[config.mk]
export PLATFORM = sky130hd
export DESIGN_NAME = alu_arbiter
export DESIGN_NICKNAME = d
export VERILOG_FILES = /design/src/rtl/alu_arbiter_pkg.sv /design/src/rtl/alu_arbiter_rr.sv /design/src/rtl/alu_arbiter.sv
export SDC_FILE = /design/constraint.sdc
export NUM_CORES = 1
export LEC_CHECK = 0
export BUFFER_PORTS_ARGS = -buffer_cell sky130_fd_sc_hd__buf_2
export CAP_MARGIN = 20
export CELL_PAD_IN_SITES_DETAIL_PLACEMENT = 1
export CELL_PAD_IN_SITES_GLOBAL_PLACEMENT = 2
export CORE_ASPECT_RATIO = 0.6
export CORE_UTILIZATION = 35
export CTS_BUF_LIST = sky130_fd_sc_hd__clkbuf_8
export DETAILED_ROUTE_END_ITERATION = 12
export HOLD_SLACK_MARGIN = 0.03
export PLACE_DENSITY_LB_ADDON = 0.1
export SYNTH_ARGS = -nofsm -noshare
export SYNTH_HDL_FRONTEND = slang
export SYNTH_SLANG_ARGS = --single-unit
export TNS_END_PERCENT = 100
[constraint.sdc]
create_clock -name clk -period 2.6 [get_ports clk]
set_input_delay 0 -clock clk [delete_from_list [all_inputs] [get_ports clk]]
set_output_delay 0 -clock clk [all_outputs]
set_load 0.01 [all_outputs]
[src/rtl/alu_arbiter_pkg.sv]
// Shared definitions for the arbitrated 2-bit alu: widths, opcodes, FSM states
// and the alu datapath itself.
package alu_arbiter_pkg;

    localparam int ALU_IN_W  = 2;
    localparam int ALU_OUT_W = 4;

    localparam logic [1:0] ALU_OP_ADD = 2'b00;
    localparam logic [1:0] ALU_OP_SUB = 2'b01;
    localparam logic [1:0] ALU_OP_MUL = 2'b10;
    localparam logic [1:0] ALU_OP_XOR = 2'b11;

    typedef enum logic [1:0] {
        S_IDLE = 2'b00,
        S_EXEC = 2'b01,
        S_RESP = 2'b10
    } state_t;

    // Operands are zero-extended before the op, so add and multiply never truncate.
    function automatic logic [ALU_OUT_W-1:0] alu_eval(
        input logic [ALU_IN_W-1:0] a,
        input logic [ALU_IN_W-1:0] b,
        input logic [1:0]          sel
    );
        logic [ALU_OUT_W-1:0] ax;
        logic [ALU_OUT_W-1:0] bx;
        ax = {{(ALU_OUT_W-ALU_IN_W){1'b0}}, a};
        bx = {{(ALU_OUT_W-ALU_IN_W){1'b0}}, b};
        case (sel)
            ALU_OP_ADD: alu_eval = ax + bx;
            ALU_OP_SUB: alu_eval = ax - bx;
            ALU_OP_MUL: alu_eval = ax * bx;
            ALU_OP_XOR: alu_eval = ax ^ bx;
            default:    alu_eval = '0;
        endcase
    endfunction

endpackage

[src/rtl/alu_arbiter_rr.sv]
// Combinational round-robin arbiter: one-hot grant to the first requester
// found searching upward from last+1, wrapping modulo NREQ.
module alu_arbiter_rr #(
    parameter int NREQ = 2,
    parameter int IDW  = 1
) (
    input  logic [NREQ-1:0] req,
    input  logic [IDW-1:0]  last,
    output logic [NREQ-1:0] grant
);

    logic [IDW:0]      shift;
    logic [2*NREQ-1:0] req_dbl;
    logic [2*NREQ-1:0] rot_full;
    logic [2*NREQ-1:0] grant_dbl;
    logic [NREQ-1:0]   rot;
    logic [NREQ-1:0]   rot_pick;

    // Rotate so last+1 sits at bit 0, isolate the lowest set bit, rotate back.
    always_comb begin
        shift     = {1'b0, last} + (IDW+1)'(1);
        req_dbl   = {req, req};
        rot_full  = req_dbl >> shift;
        rot       = rot_full[NREQ-1:0];
        rot_pick  = rot & (~rot + NREQ'(1));
        grant_dbl = {rot_pick, rot_pick} << shift;
        grant     = grant_dbl[2*NREQ-1:NREQ];
    end

endmodule

[src/rtl/alu_arbiter.sv]
// Shares one registered 2-bit alu among NREQ valid/ready requesters with
// round-robin grants and a single operation in flight.
module alu_arbiter
    import alu_arbiter_pkg::*;
#(
    parameter  int NREQ  = 2,
    parameter  int CNT_W = 8,
    localparam int IDW   = (NREQ > 2) ? 2 : 1
) (
    input  logic                  clk,
    input  logic                  rst_n,
    input  logic [NREQ-1:0]       req_valid,
    output logic [NREQ-1:0]       req_ready,
    input  logic [2*NREQ-1:0]     req_a,
    input  logic [2*NREQ-1:0]     req_b,
    input  logic [2*NREQ-1:0]     req_sel,
    output logic [NREQ-1:0]       rsp_valid,
    input  logic [NREQ-1:0]       rsp_ready,
    output logic [ALU_OUT_W-1:0]  rsp_y,
    output logic [IDW-1:0]        rsp_id,
    output logic                  busy,
    output logic [CNT_W-1:0]      op_count
);

    state_t                state;
    logic [ALU_IN_W-1:0]   op_a;
    logic [ALU_IN_W-1:0]   op_b;
    logic [1:0]            op_sel;
    logic [IDW-1:0]        owner;
    logic [IDW-1:0]        last;
    logic [NREQ-1:0]       grant;
    logic [NREQ-1:0]       owner_oh;
    logic [IDW-1:0]        grant_id;
    logic [ALU_IN_W-1:0]   grant_a;
    logic [ALU_IN_W-1:0]   grant_b;
    logic [1:0]            grant_sel;
    logic [ALU_OUT_W-1:0]  alu_y;

    alu_arbiter_rr #(
        .NREQ (NREQ),
        .IDW  (IDW)
    ) u_rr (
        .req   (req_valid),
        .last  (last),
        .grant (grant)
    );

    always_comb begin
        grant_id  = '0;
        grant_a   = '0;
        grant_b   = '0;
        grant_sel = '0;
        for (int i = 0; i < NREQ; i++) begin
            if (grant[i]) begin
                grant_id  = IDW'(i);
                grant_a   = req_a[2*i +: 2];
                grant_b   = req_b[2*i +: 2];
                grant_sel = req_sel[2*i +: 2];
            end
        end
    end

    // The alu only ever sees the latched operands, so requester inputs may move freely once accepted.
    assign alu_y     = alu_eval(op_a, op_b, op_sel);
    assign owner_oh  = NREQ'(1) << owner;
    assign busy      = (state != S_IDLE);
    assign req_ready = (rst_n && state == S_IDLE) ? grant : '0;
    assign rsp_valid = (state == S_RESP) ? owner_oh : '0;

    always_ff @(posedge clk or negedge rst_n) begin
        if (!rst_n) begin
            state    <= S_IDLE;
            op_a     <= '0;
            op_b     <= '0;
            op_sel   <= '0;
            owner    <= '0;
            last     <= IDW'(NREQ-1);
            rsp_y    <= '0;
            rsp_id   <= '0;
            op_count <= '0;
        end else begin
            case (state)
                S_IDLE: begin
                    if (|req_valid) begin
                        op_a   <= grant_a;
                        op_b   <= grant_b;
                        op_sel <= grant_sel;
                        owner  <= grant_id;
                        last   <= grant_id;
                        state  <= S_EXEC;
                    end
                end
                S_EXEC: begin
                    rsp_y  <= alu_y;
                    rsp_id <= owner;
                    state  <= S_RESP;
                end
                S_RESP: begin
                    // Only the owner's rsp_ready retires the op; other requesters are ignored.
                    if (|(rsp_ready & owner_oh)) begin
                        op_count <= op_count + CNT_W'(1);
                        state    <= S_IDLE;
                    end
                end
                default: state <= S_IDLE;
            endcase
        end
    end

endmodule
==> metrics.cfg <==
[run_status]
status=completed

[worst_setup_path]
cp-start-kind=flop
critPathMaxFanout=3
crit_required_ns=2.78
end_kind=flop
cp-startpoint=op_a[0]
timing.critical_path.to=rsp_y[1]
r2r_cells=5
rr_endpoint=rsp_y[1]
arrival_ns=1.97
r2r-start=op_a[0]
crit_type=flop to flop
r2r_setup_slack_ns=0.80

[placed_design]
pre_cts_ws_ns=0.810
io_buffers=35
dpl.cell_count=190
placed_area_um2=1460
dp_hpwl_um=2320
gp_congestion=0.770

[synthesis]
synth_cell_types=32
synth-compound-area-share_pct=10.8
synth_xor_area_share_pct=4.95
synth-seq-cells=23
synthAdderAreaFrac_pct=10.3
synth_fp_nets=140
synth_top_family_by_area=simple AND/OR/NAND/NOR gates
netlist_instances=113
synth-simple-area-share_pct=18.0
ys_seq_area_share_pct=46.6
avgSynthCellArea_um2=11.0
synth_warnings=0
synthMuxAreaShare_pct=5.66
syn_area_um2=1240

[sta]
max_slew_margin_pct=55.6
maxSlewViolCount=0
timing.final.ws_setup_ns=0.805
rsz0062_at_grt=no
hold_viol=0
finalCritPeriodShare_pct=69.0
clock_skew_ns=0.00138
fmax_mhz=557
worst_slew_pin_slew_ns=0.661
min_period_ns=1.80
fin_tns_setup_ns=0
setup_viol=0

[floorplan]
coreArea_um2=3320
ios=36
dieArea_um2=3780
die_h_um=48.1
num_rows=16
die_w_um=78.8
initial_core_util_pct=37.2

[layout]
seq_area_um2=577
fin_area_um2=1570
layout-drive-gt1-share_pct=29.5
fin_nets=184
layout_commonest_cell=buf_2
fillCellCount=411
instances_no_fill=201
final_cell_mix=buf_2 (35), dfrtp_1 (22), inv_1 (10)
antennaDiodeCount=0
multiInputGateArea_um2=616
syn_to_final_growth_pct=27.1

[power_and_ir_drop]
ir_drop_uv=430
cellPowerDensity_nw_per_um2=1090
p_leak_uw=0.000813

[routing]
postRouteAntennaNets=0
wl_per_cell_um=14.9
vias=982
drtIter0Drc=23
avgViaCountPerCell=4.89
post-route-drc-count=0
drt_pass1_iterations=4
wirelength_um=2990

[clock_network]
numCtsBuffers=3
clk_latency_ns=0.26
root_buffer=clkbuf_8
cts_tree=built
cts.reportedPaths.clkPinSlew_ns=0.08
clock_path_buffers=2
clock-sinks=23
cts_resized=0
cts_max_level=1

[grt]
grt_use_total_pct=17.6
grt_pass1_wl_um=4800
grt_max_degree=26
antenna_found_initial=0
grt-ovfl-total=0
grt_pass1_vias=932

[hold_path]
hold_class=input pin to flop

[flow_run]
drv_cap=0

-- critical path, stage by stage (launching register included) --
cell and delay, ns:
dfrtp_1 0.38, inv_1 0.08, ha_1 0.21, fa_1 0.43
mux4_2 0.45, o21ai_0 0.16
-- report_power, final --
| group | internal [uW] | total, uW | switching, uW |
|---|---|---|---|
| combinational | 388 | 796 | 408 |
| clock | 105 | 214 | 108 |
| sequential | 525 | 706 | 181 |
| total | 1020 | 1720 | 697 |
-- cell usage after synthesis --
master	instances	area, um2
mux2_2	3	33.8
ha_1	7	87.6
a22o_1	2	17.5
nor2b_1	2	12.5
a221o_1	6	60.1
mux4_2	1	22.5
nand2b_1	3	18.8
nand4_1	1	6.26
nor3_1	2	10.0
a22oi_1	1	7.51
nand3_1	2	10.0
a21boi_1	1	7.51
a31oi_1	1	6.26
dfrtp_1	22	551
nor2_1	6	22.5
dfstp_2	1	26.3
nand2_1	6	22.5
mux2i_2	1	13.8
inv_1	9	33.8
o21ai_1	2	10.0
fa_1	2	40.0
xnor2_1	2	17.5
nor2_2	2	12.5
nand3b_1	1	7.51
xor2_1	5	43.8
and3_1	9	56.3
o21ai_0	5	25.0
and2_1	2	12.5
clkbuf_1	3	11.3
and4bb_1	1	12.5
and4b_1	1	10.0
and4_1	1	8.76
-- kinds of logic (layout without fill, tap and decap cells) --
family / count (synthesis) / count (layout)
AND/OR/NAND/NOR: 39 / 39
flip-flops: 23 / 23
AO/OA/AOI/OAI: 18 / 18
buffers and inverters: 12 / 55
adder cells (fa/ha/maj): 9 / 9
XOR/XNOR: 7 / 7
multiplexers: 5 / 5
-- per-stage QoR --
stage	util [%]	hold slack, ns	power [uW]
global placement	43.9	0.0184	1480
finish	47.3	0.0860	1720
global route	47.3	0.101	1880
floorplan	-	-0.296	1220
detailed placement	43.9	0.0176	1510
CTS	47.3	0.0827	1740
-- final cells by class --
cell class              instances  share of cell area (%)
inverters                       9                    2.15
flip-flops and latches         23                    36.7
clock inverters                 1                   0.239
well taps                      45                    3.58
clock buffers                   3                    2.63
multi-input cells              78                    39.1
repair buffers                 42                    15.6
-- state kept, by name, summed over array words and instances (netlist names) --
name      cells
state         2
last          1
owner         1
op_a          2
op_b          2
op_count      8
rsp_y         4
rsp_id        1
op_sel        2
-- metal layers --
layer	up-vias	track usage (%)	wire length (um)
met4	0	3.33	8
met1	477	25.6	1610
met3	2	4.57	119
met5	-	0	0
li1	483	-	-
met2	20	26.8	1260
-- how the worst min path moves through the flow --
stage | startpoint | to | slack [ns] | cells after the start
2_1_floorplan | rst_n | op_a[0] | -0.30 | 0
3_3_place_gp | rst_n | op_count[1] | 0.02 | 1
6_report | req_b[2] | op_b[0] | 0.09 | 3
5_1_grt | req_a[3] | op_a[1] | 0.10 | 3
3_5_place_dp | rst_n | op_count[0] | 0.02 | 1
4_1_cts | req_b[2] | op_b[0] | 0.08 | 3
-- repair_timing --
item	in CTS	in global routing
hold buffers	7	0
buffers inserted	0	0
endpoints found under the hold margin	28	0
Power figures use the tool's default switching activity.
